### src/rtl/usb_uart_bridge_pkg.sv
// usb_uart_bridge_pkg: register map and bit positions shared
// by the bus bridge, its FIFO and anything that talks to them.
package usb_uart_bridge_pkg;

  localparam logic [1:0] ADDR_DATA   = 2'd0;
  localparam logic [1:0] ADDR_STATUS = 2'd1;
  localparam logic [1:0] ADDR_IRQ_EN = 2'd2;
  localparam logic [1:0] ADDR_RX_CNT = 2'd3;

  localparam int ST_RX_NE    = 0;
  localparam int ST_TX_FULL  = 1;
  localparam int ST_RX_OVF   = 2;
  localparam int ST_TX_EMPTY = 3;
  localparam int ST_TX_OVF   = 4;

  localparam int IEN_RX = 0;
  localparam int IEN_TX = 1;

  function automatic logic [7:0] sat8(input logic [8:0] v);
    return (v > 9'd255) ? 8'hFF : v[7:0];
  endfunction

endpackage

### src/rtl/usb_uart_sync_fifo.sv
// usb_uart_sync_fifo: single-clock show-ahead FIFO with occupancy count.
// Push on full and pop on empty are ignored using pre-cycle state.
module usb_uart_sync_fifo #(
  parameter int W     = 8,
  parameter int DEPTH = 16
) (
  input  logic                     i_clk,
  input  logic                     i_rst,
  input  logic                     i_push,
  input  logic [W-1:0]             i_din,
  input  logic                     i_pop,
  output logic [W-1:0]             o_dout,
  output logic                     o_full,
  output logic                     o_empty,
  output logic [$clog2(DEPTH):0]   o_count
);

  localparam int AW = $clog2(DEPTH);
  localparam int CW = AW + 1;

  logic [W-1:0]  r_mem [DEPTH];
  logic [AW-1:0] r_wr_ptr;
  logic [AW-1:0] r_rd_ptr;
  logic [CW-1:0] r_count;
  logic          w_do_push;
  logic          w_do_pop;

  assign o_full    = (r_count == CW'(DEPTH));
  assign o_empty   = (r_count == '0);
  assign o_count   = r_count;
  assign w_do_push = i_push && !o_full;
  assign w_do_pop  = i_pop && !o_empty;

  // Head is forced to zero when empty so stale data never leaks out.
  assign o_dout = o_empty ? '0 : r_mem[r_rd_ptr];

  always_ff @(posedge i_clk) begin
    if (i_rst) begin
      r_wr_ptr <= '0;
      r_rd_ptr <= '0;
      r_count  <= '0;
    end else begin
      if (w_do_push) r_wr_ptr <= r_wr_ptr + AW'(1);
      if (w_do_pop)  r_rd_ptr <= r_rd_ptr + AW'(1);
      unique case ({w_do_push, w_do_pop})
        2'b10:   r_count <= r_count + CW'(1);
        2'b01:   r_count <= r_count - CW'(1);
        default: r_count <= r_count;
      endcase
    end
  end

  always_ff @(posedge i_clk) begin
    if (w_do_push) r_mem[r_wr_ptr] <= i_din;
  end

endmodule

### src/rtl/usb_uart_bus_bridge.sv
// usb_uart_bus_bridge: CPU register interface in front of a USB serial
// core byte stream, with TX/RX FIFOs, sticky overflow flags and an irq.
module usb_uart_bus_bridge
  import usb_uart_bridge_pkg::*;
#(
  parameter int FIFO_DEPTH = 16
) (
  input  logic       clk_48mhz,
  input  logic       reset,
  input  logic [1:0] bus_addr,
  input  logic       bus_wr_en,
  input  logic [7:0] bus_wr_data,
  input  logic       bus_rd_en,
  output logic [7:0] bus_rd_data,
  output logic [7:0] tx_data,
  output logic       tx_valid,
  input  logic       tx_ready,
  input  logic [7:0] rx_data,
  input  logic       rx_valid,
  output logic       rx_ready,
  output logic       irq
);

  localparam int AW = $clog2(FIFO_DEPTH);

  logic [7:0]  r_rd_data;
  logic [1:0]  r_irq_en;
  logic        r_tx_ovf;
  logic        r_rx_ovf;
  logic        r_irq;

  logic        w_wr_data;
  logic        w_wr_status;
  logic        w_wr_ien;
  logic        w_rd_data;
  logic        w_tx_full;
  logic        w_tx_empty;
  logic        w_tx_pop;
  logic [7:0]  w_tx_dout;
  logic [AW:0] w_tx_count;
  logic        w_rx_full;
  logic        w_rx_empty;
  logic        w_rx_push;
  logic [7:0]  w_rx_dout;
  logic [AW:0] w_rx_count;
  logic        w_tx_ovf_set;
  logic        w_rx_ovf_set;
  logic [7:0]  w_status;
  logic [7:0]  w_rd_mux;
  logic        w_irq_next;

  assign w_wr_data   = bus_wr_en && (bus_addr == ADDR_DATA);
  assign w_wr_status = bus_wr_en && (bus_addr == ADDR_STATUS);
  assign w_wr_ien    = bus_wr_en && (bus_addr == ADDR_IRQ_EN);
  assign w_rd_data   = bus_rd_en && (bus_addr == ADDR_DATA);

  assign w_tx_pop     = !w_tx_empty && tx_ready;
  assign w_rx_push    = rx_valid && !w_rx_full;
  assign w_tx_ovf_set = w_wr_data && w_tx_full;
  assign w_rx_ovf_set = rx_valid && w_rx_full;

  usb_uart_sync_fifo #(
    .W     (8),
    .DEPTH (FIFO_DEPTH)
  ) u_tx_fifo (
    .i_clk   (clk_48mhz),
    .i_rst   (reset),
    .i_push  (w_wr_data),
    .i_din   (bus_wr_data),
    .i_pop   (w_tx_pop),
    .o_dout  (w_tx_dout),
    .o_full  (w_tx_full),
    .o_empty (w_tx_empty),
    .o_count (w_tx_count)
  );

  usb_uart_sync_fifo #(
    .W     (8),
    .DEPTH (FIFO_DEPTH)
  ) u_rx_fifo (
    .i_clk   (clk_48mhz),
    .i_rst   (reset),
    .i_push  (w_rx_push),
    .i_din   (rx_data),
    .i_pop   (w_rd_data),
    .o_dout  (w_rx_dout),
    .o_full  (w_rx_full),
    .o_empty (w_rx_empty),
    .o_count (w_rx_count)
  );

  always_comb begin
    w_status              = '0;
    w_status[ST_RX_NE]    = !w_rx_empty;
    w_status[ST_TX_FULL]  = w_tx_full;
    w_status[ST_RX_OVF]   = r_rx_ovf;
    w_status[ST_TX_EMPTY] = w_tx_empty;
    w_status[ST_TX_OVF]   = r_tx_ovf;
  end

  always_comb begin
    w_rd_mux = '0;
    unique case (bus_addr)
      ADDR_DATA:   w_rd_mux = w_rx_dout;
      ADDR_STATUS: w_rd_mux = w_status;
      ADDR_IRQ_EN: w_rd_mux = {6'b0, r_irq_en};
      ADDR_RX_CNT: w_rd_mux = sat8(9'(w_rx_count));
      default:     w_rd_mux = '0;
    endcase
  end

  assign w_irq_next = (r_irq_en[IEN_RX] && !w_rx_empty) ||
                      (r_irq_en[IEN_TX] && w_tx_empty);

  // Sticky flags: a set in the same cycle as a clear takes priority.
  always_ff @(posedge clk_48mhz) begin
    if (reset) begin
      r_tx_ovf  <= 1'b0;
      r_rx_ovf  <= 1'b0;
      r_irq_en  <= '0;
      r_irq     <= 1'b0;
      r_rd_data <= '0;
    end else begin
      if (w_tx_ovf_set)
        r_tx_ovf <= 1'b1;
      else if (w_wr_status && bus_wr_data[ST_TX_OVF])
        r_tx_ovf <= 1'b0;
      if (w_rx_ovf_set)
        r_rx_ovf <= 1'b1;
      else if (w_wr_status && bus_wr_data[ST_RX_OVF])
        r_rx_ovf <= 1'b0;
      if (w_wr_ien) begin
        r_irq_en[IEN_RX] <= bus_wr_data[IEN_RX];
        r_irq_en[IEN_TX] <= bus_wr_data[IEN_TX];
      end
      r_irq <= w_irq_next;
      if (bus_rd_en) r_rd_data <= w_rd_mux;
    end
  end

  assign bus_rd_data = r_rd_data;
  assign tx_data     = w_tx_dout;
  assign tx_valid    = !w_tx_empty;
  assign rx_ready    = !w_rx_full;
  assign irq         = r_irq;

endmodule

### config.mk
export PLATFORM = sky130hd
export DESIGN_NAME = usb_uart_bus_bridge
export DESIGN_NICKNAME = d
export VERILOG_FILES = /design/src/rtl/usb_uart_bridge_pkg.sv /design/src/rtl/usb_uart_sync_fifo.sv /design/src/rtl/usb_uart_bus_bridge.sv
export SDC_FILE = /design/constraint.sdc
export NUM_CORES = 1
export LEC_CHECK = 0
export BUFFER_PORTS_ARGS = -buffer_cell sky130_fd_sc_hd__buf_4
export CAP_MARGIN = 15
export CORE_UTILIZATION = 59
export CTS_BUF_LIST = sky130_fd_sc_hd__clkbuf_8
export DETAILED_ROUTE_END_ITERATION = 10
export GPL_TIMING_DRIVEN = 0
export PLACE_DENSITY = 0.84
export SYNTH_ARGS = -nofsm -noshare
export SYNTH_HDL_FRONTEND = slang
export SYNTH_HIERARCHICAL = 1
export SYNTH_SLANG_ARGS = --single-unit
### constraint.sdc
create_clock -name clk_48mhz -period 3.7 [get_ports clk_48mhz]
set_input_delay 0.74 -clock clk_48mhz [delete_from_list [all_inputs] [get_ports clk_48mhz]]
set_output_delay 0.74 -clock clk_48mhz [all_outputs]
set_load 0.005 [all_outputs]
==> Word-level counts from Yosys, hierarchy flattened <==
Memories as Yosys holds them, arrays and structs flattened. A register that Yosys moved wholly into a read port is not among the register bits.
Cells that the tools add are included.
{ "classes": {"addsub": 8, "multipliers": 0, "div": 0, "n_lt_le_gt_ge": 0, "eq_ne": 9, "n_shift": 0, "n_mux": 17, "bitwise_logic": 0, "reduce_logical": 28} }
{ "ops": {"columns": ["cell", "n"], "rows": [
  ["case mux 8 bit (4 select lines)", 1],
  ["case mux 5 bit (2 select lines)", 2],
  ["adder 4 x 1 -> 4 bit (second input constant)", 4],
  ["logical AND 1 bit", 16],
  ["2-to-1 mux 4 bit", 4],
  ["2-to-1 mux 8 bit", 2],
  ["adder 5 x 1 -> 5 bit (second input constant)", 2],
  ["equality test 5 bit (second input constant)", 2],
  ["logical NOT 5 bit", 2],
  ["subtractor 5 x 1 -> 5 bit (second input constant)", 2],
  ["equality test 2 bit (second input constant)", 4],
  ["2-to-1 mux 1 bit", 8],
  ["nonzero test 2 bit", 4],
  ["equality test 2 x 1 -> 1 bit (second input constant)", 3],
  ["logical NOT 1 bit", 4],
  ["logical NOT 2 bit", 1],
  ["logical OR 1 bit", 1]
]} }
{ "totals": {"ff_bits": 39, "latch_bits": 0, "ram_bits": 256, "rom_bits": 0, "out_inout_bits": 19, "wordCells": 75, "mem_count": 2} }
{ "memory_table": {"columns": ["name", "words", "width", "read_ports", "rd_ports_with_merged_regs", "write_ports", "line_no", "source"], "rows": [
  ["u_rx_fifo.r_mem", 16, 8, 1, 1, 1, "usb_uart_sync_fifo.sv:21", "logic [W-1:0] r_mem [DEPTH];"],
  ["u_tx_fifo.r_mem", 16, 8, 1, 1, 1, "usb_uart_sync_fifo.sv:21", null]
]} }

==> Longest topological paths before layout <==
Gate-level depths: netlist of the first run.
{ "logic_depth": {"word_depth": 6, "depth_mapped": 15, "depth_no_buf": 12} }

==> Hierarchy <==
Netlist of the first run, hierarchy kept.
{ "by_module_without_submodules": {"columns": ["module", "n_inst", "cells_each", "area_each_um2", "seq_area_each_um2"], "rows": [
  ["usb_uart_sync_fifo", 2, 331, 5943.2, 4184.0],
  ["usb_uart_bus_bridge", 1, 75, 681.9, 260.2]
]} }

==> Least setup slack after synthesis of the first run <==
OpenSTA, ideal clock, no wires.
{ "synth_timing": {"path_type": "register to register", "from": "register u_tx_fifo.r_count[1] (netlist: u_tx_fifo/o_count[1])", "to": "register u_tx_fifo.r_count[4] (netlist: u_tx_fifo/o_count[4])", "t_arrival_ns": 3.214, "setup_slack_ns": 0.365, "path_stages_with_launch": 16, "path_cell_list": "dfxtp_1 > buf_2 > or4_4 > buf_6 > nor2_2 > nor2b_1 > o21ai_4 > inv_1 > ha_1 > clkbuf_1 > xor2_1 > ha_1 > inv_1 > a21o_1 > a221oi_1 > mux2_2"} }
{ "synth_between": {"elab_chain_cells": 6} }
{ "synth_rtl": {"columns": ["item", "line_no", "source"], "rows": [
  ["start: declaration", "usb_uart_sync_fifo.sv:24", "logic [CW-1:0] r_count;"],
  ["start signal: assignment", "usb_uart_sync_fifo.sv:46", "2'b10: r_count <= r_count + CW'(1);"],
  ["start signal: assignment", "usb_uart_sync_fifo.sv:47", "2'b01: r_count <= r_count - CW'(1);"],
  ["start signal: assignment", "usb_uart_sync_fifo.sv:48", "default: r_count <= r_count;"],
  ["logical NOT 5 bit (*)", "usb_uart_sync_fifo.sv:29", "assign o_empty = (r_count == '0);"],
  ["named net w_tx_empty", "usb_uart_bus_bridge.sv:37", "logic w_tx_empty;"],
  ["logical NOT 1 bit (*)", "usb_uart_bus_bridge.sv:57", "assign w_tx_pop = !w_tx_empty && tx_ready;"],
  ["logical AND 1 bit (*)", "usb_uart_bus_bridge.sv:57", null],
  ["named net w_tx_pop", "usb_uart_bus_bridge.sv:38", "logic w_tx_pop;"],
  ["logical AND 1 bit (*)", "usb_uart_sync_fifo.sv:32", "assign w_do_pop = i_pop && !o_empty;"],
  ["named net u_tx_fifo.w_do_pop", "usb_uart_sync_fifo.sv:26", "logic w_do_pop;"],
  ["equality test 2 x 1 -> 1 bit / equality test 2 bit (equally long branches)", "usb_uart_sync_fifo.sv:45", "unique case ({w_do_push, w_do_pop})"],
  ["case mux 5 bit (2 select lines) / nonzero test 2 bit (equally long branches)", null, null]
]} }
Mark *: on every way through the listed nets, which the timed path passes. The rest lies on a longest branch.
A chain may end at the register's enable or synchronous reset.

==> Worst setup path after layout of the first run <==
{ "layout_timing": {"from": "register u_rx_fifo.r_count[1] (netlist: u_rx_fifo/o_count[1])", "to": "register u_rx_fifo.r_count[4] (netlist: u_rx_fifo/o_count[4])"} }
{ "layout_between": {"elab_chain_cells": 6} }
{ "layout_rtl": {"columns": ["item", "line_no", "source"], "rows": [
  ["start: declaration", "usb_uart_sync_fifo.sv:24", null],
  ["start signal: assignment", "usb_uart_sync_fifo.sv:46", null],
  ["start signal: assignment", "usb_uart_sync_fifo.sv:47", null],
  ["start signal: assignment", "usb_uart_sync_fifo.sv:48", null],
  ["equality test 5 bit (*)", "usb_uart_sync_fifo.sv:28", "assign o_full = (r_count == CW'(DEPTH));"],
  ["named net w_rx_full", "usb_uart_bus_bridge.sv:41", "logic w_rx_full;"],
  ["logical NOT 1 bit (*)", "usb_uart_bus_bridge.sv:58", "assign w_rx_push = rx_valid && !w_rx_full;"],
  ["logical AND 1 bit (*)", "usb_uart_bus_bridge.sv:58", null],
  ["named net w_rx_push", "usb_uart_bus_bridge.sv:43", "logic w_rx_push;"],
  ["logical AND 1 bit (*)", "usb_uart_sync_fifo.sv:31", "assign w_do_push = i_push && !o_full;"],
  ["equality test 2 x 1 -> 1 bit / equality test 2 bit (equally long branches)", "usb_uart_sync_fifo.sv:45", null],
  ["case mux 5 bit (2 select lines) / nonzero test 2 bit (equally long branches)", null, null]
]} }
Marks and branches as above.

==> out/results.tsv, run 1 <==
stage	metric	value	unit
run_status	outcome	complete, no violations	
hold_path	hold_class	primary input to flip-flop	
critical_path	worstPathCellList	buf_2 -> or4_4 -> buf_6 -> nor2_2 -> nor2b_2 -> o21a_4 -> inv_1 -> ha_1 -> clkbuf_2 -> xor2_1 -> ha_1 -> inv_1 -> a21o_1 -> a221oi_1 -> mux2_2	
timing	slew_violations	0	
logic_synthesis	ys_seq_elements	303	
global_route	grt_pass1_wl	39600	µm
routing	drt.antenna.violating_nets	0	
floorplanning	coreArea	21000	µm²
global_route	first_global_vias	7211	
routing	drtPass1Iterations	7	
run	max_cap_violations	0	
cts	cts_buffers	45	
timing	min_period_over_period	0.917	
timing	fmax	295	MHz
floorplanning	die_y	148	µm
power_and_ir_drop	swShare	0.218	
critical_path	slowest_stage	or4_4	
routing	wl_per_cell	22.7	µm
power_and_ir_drop	total_power	6.63	mW
hold_path	hold_depth	3	
timing	final-setup-viol-count	0	
routing	vias	7026	
power_and_ir_drop	seq_power_share	0.568	
logic_synthesis	syn_area	12600	µm²
floorplanning	pin_count	43	
routing	drt_iter0_drc	547	
placed_design	place_congestion	0.855	
logic_synthesis	syn-num-nets	777	
timing	rsz0062_at_grt	false	
cts	clk_pin_slew_worst_paths	0.06	ns
logic_synthesis	synth_top_family_by_area	multiplexers	
critical_path	required	4.12	ns
cts	htree_levels	2	
floorplanning	die_area	21900	µm²
logic_synthesis	ys_warn_count	6	
placed_design	place.port_buffers	41	
cts	clock_latency	0.53	ns
cts	clock_sinks	303	
global_route	grt_max_degree	18	
critical_path	max_stage_delay	0.52	ns
timing	period_needed	3.39	ns
logic_synthesis	synthAdderAreaFrac	0.0159	
power_and_ir_drop	internal-power	5.18	mW
cts	cts_buffer_depth	3	
finish	nets	872	
power_and_ir_drop	leakage	4.75	nW
power_and_ir_drop	clockPowerShare	0.372	
logic_synthesis	async_flop_share	0	
critical_path	cp_max_fo	8	
critical_path	start_kind	flip-flop	
routing	via_per_inst	6.17	
floorplanning	start_util	0.600	
timing	tightest_slew	1.14	ns
critical_path	endpoint_kind	flip-flop	
finish	drive_above_1_share	0.262	
global_route	antenna_found_initial	0	
critical_path	reg2reg_depth	15	
logic_synthesis	seq_area_frac_synth	0.687	
critical_path	path_class	flip-flop to flip-flop	
finish	diodes	0	
global_route	track_usage	0.246	
routing	drt-total-wl	25800	µm
logic_synthesis	synthTopCellsByArea	edfxtp_1, mux4_2, dfxtp_1, mux2i_1, nor2_1	
logic_synthesis	yosys.area.top_type_share	0.612	
finish	area_growth	12.3	%
power_and_ir_drop	p_per_area	470	nW/µm²
logic_synthesis	ys_types	49	
cts	postCtsHoldBufs	0	
timing	hold_viol	0	
power_and_ir_drop	p_sw	1.45	mW
logic_synthesis	synth_xor_xnor_area_share	0.0111	
critical_path	cp.arrival	3.82	ns
global_route	use_met3	0.0432	
global_route	met1_usage	0.297	
logic_synthesis	postSynthAreaPerCell	17.1	µm²
cts	cts-root-buf	clkbuf_8	
logic_synthesis	synth_mux_area_frac	0.142	
routing	drc_errors	0	
logic_synthesis	yosys.area_share.simple	0.0668	
global_route	grt.busiest_layer	met2	
timing	holdWs	0.469	ns
power_and_ir_drop	pwr-share-comb	0.060	
floorplanning	fp-row-count	53	
floorplanning	die_x	148	µm
logic_synthesis	ys.flop_type	edfxtp_1	
cts	cts_tree	done	
placed_design	hpwl	17400	µm
logic_synthesis	synth_top_area_cell	edfxtp_1	
logic_synthesis	synth_compound_area_frac	0.0509	
timing	slew_headroom	0.231	
timing	fin_skew	0.00837	ns
power_and_ir_drop	ir_drop	390	µV
logic_synthesis	syn_inst	737	
global_route	grtUsageMet2	0.447	
global_route	grt-ovfl-total	0	
logic_synthesis	synth_edf_count	256	
[metal layers]
metal / vias up / share of wire
met3: 55 / 0.052
met2: 267 / 0.53
met4: 0 / 0.028
met5: - / 0
met1: 3631 / 0.39
li1: 3073 / -
[layout by cell type (no fill, tap or decap), drive strengths merged, types with 17 or more instances in the layout]
cell type	count
buf	75
mux4	65
dfxtp	47
nor2b	23
clkbuf	71
a211oi	32
edfxtp	256
inv	29
mux2i	30
nor2	76
clkinv	17
[power by group through the flow]
stage / sequential (mW) / clock (mW) / combinational (mW)
2_1_floorplan: 3.83 / 0 / 0.232
3_3_place_gp: 3.83 / 0 / 0.368
3_5_place_dp: 3.84 / 0 / 0.388
5_1_grt: 3.76 / 2.67 / 0.428
6_report: 3.76 / 2.47 / 0.397
4_1_cts: 3.76 / 2.51 / 0.393
[cell usage after synthesis (all sizes together) (3+ instances only)]
master  number
a211oi      32
a21oi        9
and3         5
buf         30
clkbuf      19
dfxtp       47
edfxtp     256
ha          16
inv         18
mux2i       30
mux4        65
nand2       14
nand2b       7
nand3        3
nand3b       3
nand4b       3
nor2        76
nor2b       23
nor3        16
nor3b        3
o211a        3
o211ai       8
o21a         6
o21ai        4
or4          4
xor2        14
[timing repair]
action	4_1_cts	5_1_grt
resized for setup	1	5
setup buffers	1	0
pin swaps	1	0
setup endpoints to repair	2	2
[state kept, by name (all words and copies together) (netlist names), named ones only]
| signal | count |
|---|---|
| u_rx_fifo/r_mem | 128 |
| u_tx_fifo/r_mem | 128 |
| u_tx_fifo/o_count | 5 |
| u_tx_fifo/r_rd_ptr | 4 |
| r_tx_ovf | 1 |
| u_tx_fifo/r_wr_ptr | 4 |
| u_rx_fifo/r_rd_ptr | 4 |
| r_irq_en | 2 |
| u_rx_fifo/r_wr_ptr | 4 |
| bus_rd_data | 8 |
| irq | 1 |
| u_rx_fifo/o_count | 5 |
| r_rx_ovf | 1 |
[final timing paths]
check                           slack [ns]                  from                    to
worst max register to register        0.31  u_rx_fifo/o_count[1]  u_rx_fifo/o_count[4]
worst max-delay path                  0.31  u_rx_fifo/o_count[1]  u_rx_fifo/o_count[4]
worst min-delay path                  0.47              rx_valid              r_rx_ovf
worst min register to register        0.49        bus_rd_data[3]        bus_rd_data[3]
[area by class of cell]
type,count,area [µm²]
Timing Repair Buffer,48,353
Inverter,18,67.6
Fill cell,1385,6850
Buffer,49,268
Tap cell,275,344
Clock buffer,49,674
Clock inverter,30,150
Multi-Input combinational cell,367,3620
Sequential cell,303,8630
[metrics by stage]
step,cell area [µm²],util,setup TNS (ns),worst slack [ns],instances
final,14100,0.673,0,0.307,1139
after detailed placement,13200,0.631,-0.333,-0.270,1053
after CTS,14100,0.671,0,0.0591,1133
after global routing,14100,0.673,0,0.0282,1139
after global placement,13200,0.631,-0.128,-0.128,1053
after floorplan,12600,-,0,0.365,737
[kinds of logic (layout without fill, tap and decap cells)]
group | after synthesis | count (layout)
AOI/OAI and AO/OA | 75 | 75
DFF | 303 | 303
xor gates and xnor gates | 16 | 16
muxes | 97 | 97
buffers and inverters | 67 | 194
adders and majority gates | 16 | 16
and+or+nand+nor | 163 | 163
[worst max-delay path: cells and delay by family (launching register included)]
| kind | cells | cell delay (ns) |
|---|---|---|
| xor gates and xnor gates | 1 | 0.16 |
| AOI/OAI and AO/OA | 3 | 0.61 |
| buffers and inverters | 5 | 0.66 |
| muxes | 1 | 0.36 |
| and+or+nand+nor | 3 | 0.77 |
| adders and majority gates | 2 | 0.38 |
| DFF | 1 | 0.32 |
(Power assumes the default switching activity.)
==> run 2: changes to the inputs <==
--- a/config.mk
+++ b/config.mk
@@ -7,6 +7,7 @@
 export LEC_CHECK = 0
 export BUFFER_PORTS_ARGS = -buffer_cell sky130_fd_sc_hd__buf_4
 export CAP_MARGIN = 15
+export CORE_MARGIN = 4
 export CORE_UTILIZATION = 59
 export CTS_BUF_LIST = sky130_fd_sc_hd__clkbuf_8
 export DETAILED_ROUTE_END_ITERATION = 10
==> run 2 against run 1 <==
Net effect: clock skew is 0.018 ns higher; via count is 1.9% lower; fmax is 4.9% lower; clock power hardly changed; utilization stayed put; clock-buffer cell count is 2 lower; global-route usage is 2.6 points lower; setup slack worse by 0.18 ns; combinational power hardly changed; largest cell class unchanged; hold slack worse by 0.013 ns.
==> out/results.tsv, run 2 (same netlist as run 1, synthesis figures left out) <==
stage	metric	value	unit
run_status	outcome	complete, no violations	
finish	final_util	0.673	
critical_path	critical_path_buf_inv_count	4	
critical_path	path_depth	14	
timing	fmax	280	MHz
finish	most-common-layout-cells	edfxtp_1, nor2_1, mux4_2	
placed_design	place_congestion	0.837	
critical_path	max_stage_delay	0.51	ns
finish	final_common_cell	edfxtp_1	
timing	min_period_over_period	0.965	
global_route	track_usage	0.219	
timing	layout_setup_ws	0.130	ns
cts	clock_sinks	303	
run	max_cap_violations	0	
cts	cts-root-buf	clkbuf_8	
floorplanning	die_x	154	µm
floorplanning	die_y	154	µm
finish	multiInputGateArea	3610	µm²
routing	drc_errors	0	
finish	area_growth	12.3	%
global_route	grt_pass1_wl	40000	µm
routing	vias	6890	
placed_design	hpwl	17100	µm
global_route	grt-ovfl-total	0	
critical_path	endpoint_kind	flip-flop	
power_and_ir_drop	ir_drop	383	µV
floorplanning	coreArea	21000	µm²
placed_design	post-place-ws	-0.309	ns
critical_path	endpoint	u_rx_fifo/o_count[4]	
critical_path	crit_family	simple AND/OR/NAND/NOR gates	
timing	final-setup-viol-count	0	
finish	ff_latch_area	8630	µm²
critical_path	reg2reg_depth	14	
critical_path	start_kind	flip-flop	
floorplanning	pin_count	43	
timing	slew_violations	0	
floorplanning	die_area	23700	µm²
routing	drt_iter0_drc	565	
cts	cts_buffers	46	
routing	via_per_inst	6.01	
critical_path	r2r_start	u_rx_fifo/o_count[1]	
critical_path	worstPathCellList	buf_2 -> or4_4 -> buf_6 -> nor2_1 -> nor2b_1 -> o21a_4 -> inv_1 -> ha_1 -> xor2_1 -> ha_1 -> inv_1 -> a21o_1 -> a221oi_1 -> mux2_2	
cts	clock_latency	0.56	ns
finish	drive_above_1_share	0.253	
placed_design	place.port_buffers	41	
critical_path	startpoint	u_rx_fifo/o_count[1]	
routing	drt.antenna.violating_nets	0	
floorplanning	fp-row-count	53	
critical_path	slowest_stage	or4_4	
cts	postCtsHoldBufs	0	
hold_path	hold_class	primary input to flip-flop	
critical_path	path_class	flip-flop to flip-flop	
routing	wl_per_cell	22.3	µm
routing	drtPass1Iterations	5	
timing	rsz0062_at_grt	false	
timing	slew_headroom	0.428	
timing	hold_viol	0	
finish	nets	874	
routing	drt-total-wl	25600	µm
critical_path	r2r_setup_slack	0.13	ns
hold_path	min-delay-start	reset	
power_and_ir_drop	p_per_area	470	nW/µm²
timing	period_needed	3.57	ns
power_and_ir_drop	total_power	6.63	mW
power_and_ir_drop	leakage	4.78	nW
critical_path	reg2reg_to	u_rx_fifo/o_count[4]	
critical_path	cp.arrival	4.02	ns
global_route	grt_max_degree	18	
timing	tightest_slew	0.856	ns
finish	diodes	0	
global_route	first_global_vias	7277	
cts	htree_levels	2	
cts	cts_tree	done	
finish	fillers	1384	
timing	fin_skew	0.0259	ns
floorplanning	start_util	0.600	
global_route	antenna_found_initial	0	
cts	clk_pin_slew_worst_paths	0.06	ns
cts	cts_buffer_depth	3	
critical_path	required	4.15	ns
critical_path	cp_max_fo	9	
timing	holdWs	0.456	ns
==> run 2: cell types whose count changed in the layout (fill, tap and decap cells not counted), sizes merged <==
cell    before  now
clkbuf      71   67
inv         29   40
clkinv      17   14
buf         75   78
==> run 2: final cells by class <==
class                           count  area share
Clock inverter                     38      0.0131
Buffer                             48      0.0186
Inverter                           18     0.00479
Timing Repair Buffer               50      0.0255
Clock buffer                       47      0.0458
Multi-Input combinational cell    367       0.256
Sequential cell                   303       0.612
Tap cell                          275      0.0244
==> run 2: through the flow <==
step / TNS, ns / cell area [µm²] / instances
final: 0 / 14100 / 1146
after global routing: 0 / 14100 / 1146
after CTS: 0 / 14100 / 1140
after detailed placement: -0.415 / 13200 / 1054
after global placement: -0.129 / 13200 / 1053
after floorplan: 0 / 12600 / 737
==> run 2: how the worst min path moves through the flow <==
stage	end	slack, ns	depth (start not counted)
floorplan	irq	0.44	2
global placement	bus_rd_data[4]	0.47	2
detailed placement	bus_rd_data[4]	0.48	2
CTS	bus_rd_data[3]	0.43	2
global route	bus_rd_data[3]	0.43	2
finish	bus_rd_data[3]	0.46	2
==> run 2: where the power goes <==
part           total [mW]  internal (mW)  switching [mW]
Combinational       0.394          0.157           0.237
Sequential           3.76           3.74          0.0227
Clock                2.47           1.26            1.21
==> run 2: routing by layer <==
metal	global-route usage	wire (µm)
met4	0.0791	742
met3	0.0405	1520
met2	0.386	13600
met5	0	0
met1	0.274	9730
==> run 2: repair_timing <==
action | 4_1_cts | 5_1_grt
gates resized for setup | 1 | 1
pin swaps | 1 | 0
setup buffers | 1 | 0
cloned | 0 | 0
endpoints found under the setup margin | 2 | 2
==> run 3: changes to the inputs <==
--- a/config.mk
+++ b/config.mk
@@ -9,10 +9,11 @@
 export CAP_MARGIN = 15
 export CORE_MARGIN = 4
 export CORE_UTILIZATION = 59
-export CTS_BUF_LIST = sky130_fd_sc_hd__clkbuf_8
+export CTS_BUF_LIST = sky130_fd_sc_hd__clkbuf_8 sky130_fd_sc_hd__clkbuf_16
 export DETAILED_ROUTE_END_ITERATION = 10
 export GPL_TIMING_DRIVEN = 0
 export PLACE_DENSITY = 0.84
+export SKIP_CTS_REPAIR_TIMING = 1
 export SYNTH_ARGS = -nofsm -noshare
 export SYNTH_HDL_FRONTEND = slang
 export SYNTH_HIERARCHICAL = 1
==> run 3 against run 2 <==
Net effect: setup slack improved by 0.090 ns; sequential power barely moved; critical path depth rose by 1; largest cell class unchanged; final cell count fell by 2.5%.
==> out/results.tsv, run 3 (same netlist as run 1, synthesis figures left out) <==
stage	metric	value	unit
finish	diodes	0	
cts	clk_pin_slew_worst_paths	0.06	ns
critical_path	start_kind	flip-flop	
routing	drt-total-wl	26100	µm
global_route	first_global_vias	7269	
placed_design	hpwl	17100	µm
placed_design	place.port_buffers	41	
global_route	track_usage	0.220	
floorplanning	pin_count	43	
timing	hold_viol	0	
finish	nets	859	
floorplanning	die_area	23700	µm²
finish	ff_latch_area	8630	µm²
cts	htree_levels	1	
timing	fin_skew	0.0198	ns
timing	slew_violations	0	
finish	fillers	1355	
timing	fmax	287	MHz
timing	rsz0062_at_grt	false	
finish	final_util	0.679	
routing	drtPass1Iterations	5	
timing	holdWs	0.463	ns
finish	final_common_cell	edfxtp_1	
timing	period_needed	3.48	ns
timing	slew_headroom	0.420	
power_and_ir_drop	ir_drop	467	µV
critical_path	slowest_stage	or4_4	
finish	area_growth	13.3	%
routing	wl_per_cell	23.3	µm
placed_design	place_congestion	0.837	
global_route	grt_max_degree	18	
finish	most-common-layout-cells	edfxtp_1, nor2_1, mux4_2	
global_route	grt_pass1_wl	40300	µm
power_and_ir_drop	leakage	4.77	nW
cts	cts-root-buf	clkbuf_16	
routing	vias	6877	
critical_path	path_class	flip-flop to flip-flop	
cts	cts_tree	done	
routing	drt_iter0_drc	562	
global_route	grt-ovfl-total	0	
cts	clock_sinks	303	
hold_path	hold_class	primary input to flip-flop	
floorplanning	start_util	0.600	
timing	tightest_slew	0.866	ns
cts	clock_latency	0.54	ns
global_route	antenna_found_initial	0	
run_status	outcome	complete, no violations	
finish	drive_above_1_share	0.252	
floorplanning	fp-row-count	53	
finish	multiInputGateArea	3610	µm²
critical_path	cp_max_fo	8	
floorplanning	die_y	154	µm
critical_path	required	4.12	ns
timing	min_period_over_period	0.940	
cts	cts_buffer_depth	3	
critical_path	cp.arrival	3.90	ns
routing	via_per_inst	6.16	
power_and_ir_drop	p_per_area	494	nW/µm²
routing	drt.antenna.violating_nets	0	
critical_path	worstPathCellList	buf_2 -> or4_4 -> buf_6 -> nor2_1 -> nor2b_1 -> o21a_4 -> inv_1 -> ha_1 -> clkbuf_2 -> xor2_1 -> ha_1 -> inv_1 -> a21o_1 -> a221oi_1 -> mux2_2	
critical_path	max_stage_delay	0.51	ns
cts	cts_buffers	29	
routing	drc_errors	0	
floorplanning	die_x	154	µm
critical_path	endpoint_kind	flip-flop	
run	max_cap_violations	0	
timing	final-setup-viol-count	0	
floorplanning	coreArea	21000	µm²
run 3: cell count changes in the layout (fill, tap and decap cells not counted), sizes merged:
cell	before	now
bufinv	1	3
clkinvlp	1	3
buf	78	79
inv	40	25
clkinv	14	10
clkbuf	67	52
run 3: path summary, 6_finish.rpt:
| path | from | end | slack [ns] | cells after the start |
|---|---|---|---|---|
| worst min register to register | r_tx_ovf | r_tx_ovf | 0.51 | 2 |
| worst max register to register | u_rx_fifo/o_count[1] | u_rx_fifo/o_count[4] | 0.22 | 15 |
| worst min-delay path | reset | bus_rd_data[3] | 0.46 | 2 |
| worst max-delay path | u_rx_fifo/o_count[1] | u_rx_fifo/o_count[4] | 0.22 | 15 |
run 3: metrics by stage:
step | setup TNS [ns] | std cells | power [mW] | setup WS (ns) | cell area [µm²]
floorplan | 0 | 737 | 4.06 | 0.365 | 12600
finish | 0 | 1117 | 7.04 | 0.220 | 14200
global placement | -0.129 | 1053 | 4.20 | -0.129 | 13200
CTS | -0.542 | 1108 | 7.07 | -0.364 | 14200
global route | 0 | 1117 | 7.24 | 0.0728 | 14200
detailed placement | -0.415 | 1054 | 4.22 | -0.309 | 13200
run 3: critical path, delay by kind of cell (launching register included):
kind                     cells  cell delay [ns]
flip-flops                   1             0.32
buffers and inverters        5             0.65
XOR/XNOR                     1             0.17
AND/OR/NAND/NOR              3             0.83
adder cells (fa/ha/maj)      2             0.38
AO/OA/AOI/OAI                3             0.65
multiplexers                 1             0.37
run 3: report_power, final:
| group | leakage (nW) | internal (mW) | total, mW | switching [mW] |
|---|---|---|---|---|
| logic | 1.60 | 0.159 | 0.399 | 0.240 |
| registers | 2.69 | 3.74 | 3.76 | 0.0236 |
| clock network | 0.478 | 1.67 | 2.87 | 1.20 |
run 3: layout make-up:
type,instances,area share
buffer,49,0.0188
clock buffer,31,0.0529
clock inverter,23,0.0132
inverter,18,0.00475
multi-input combinational,367,0.254
sequential,303,0.606
tap,275,0.0242
timing repair buffer,51,0.0264
run 3: routing by layer:
metal | global-route usage | part of all wire | up-vias
li1 | - | - | 3032
met1 | 0.270 | 0.38 | 3542
met2 | 0.398 | 0.54 | 238
met3 | 0.0324 | 0.048 | 65
met4 | 0.0770 | 0.033 | 0
met5 | 0 | 0 | -
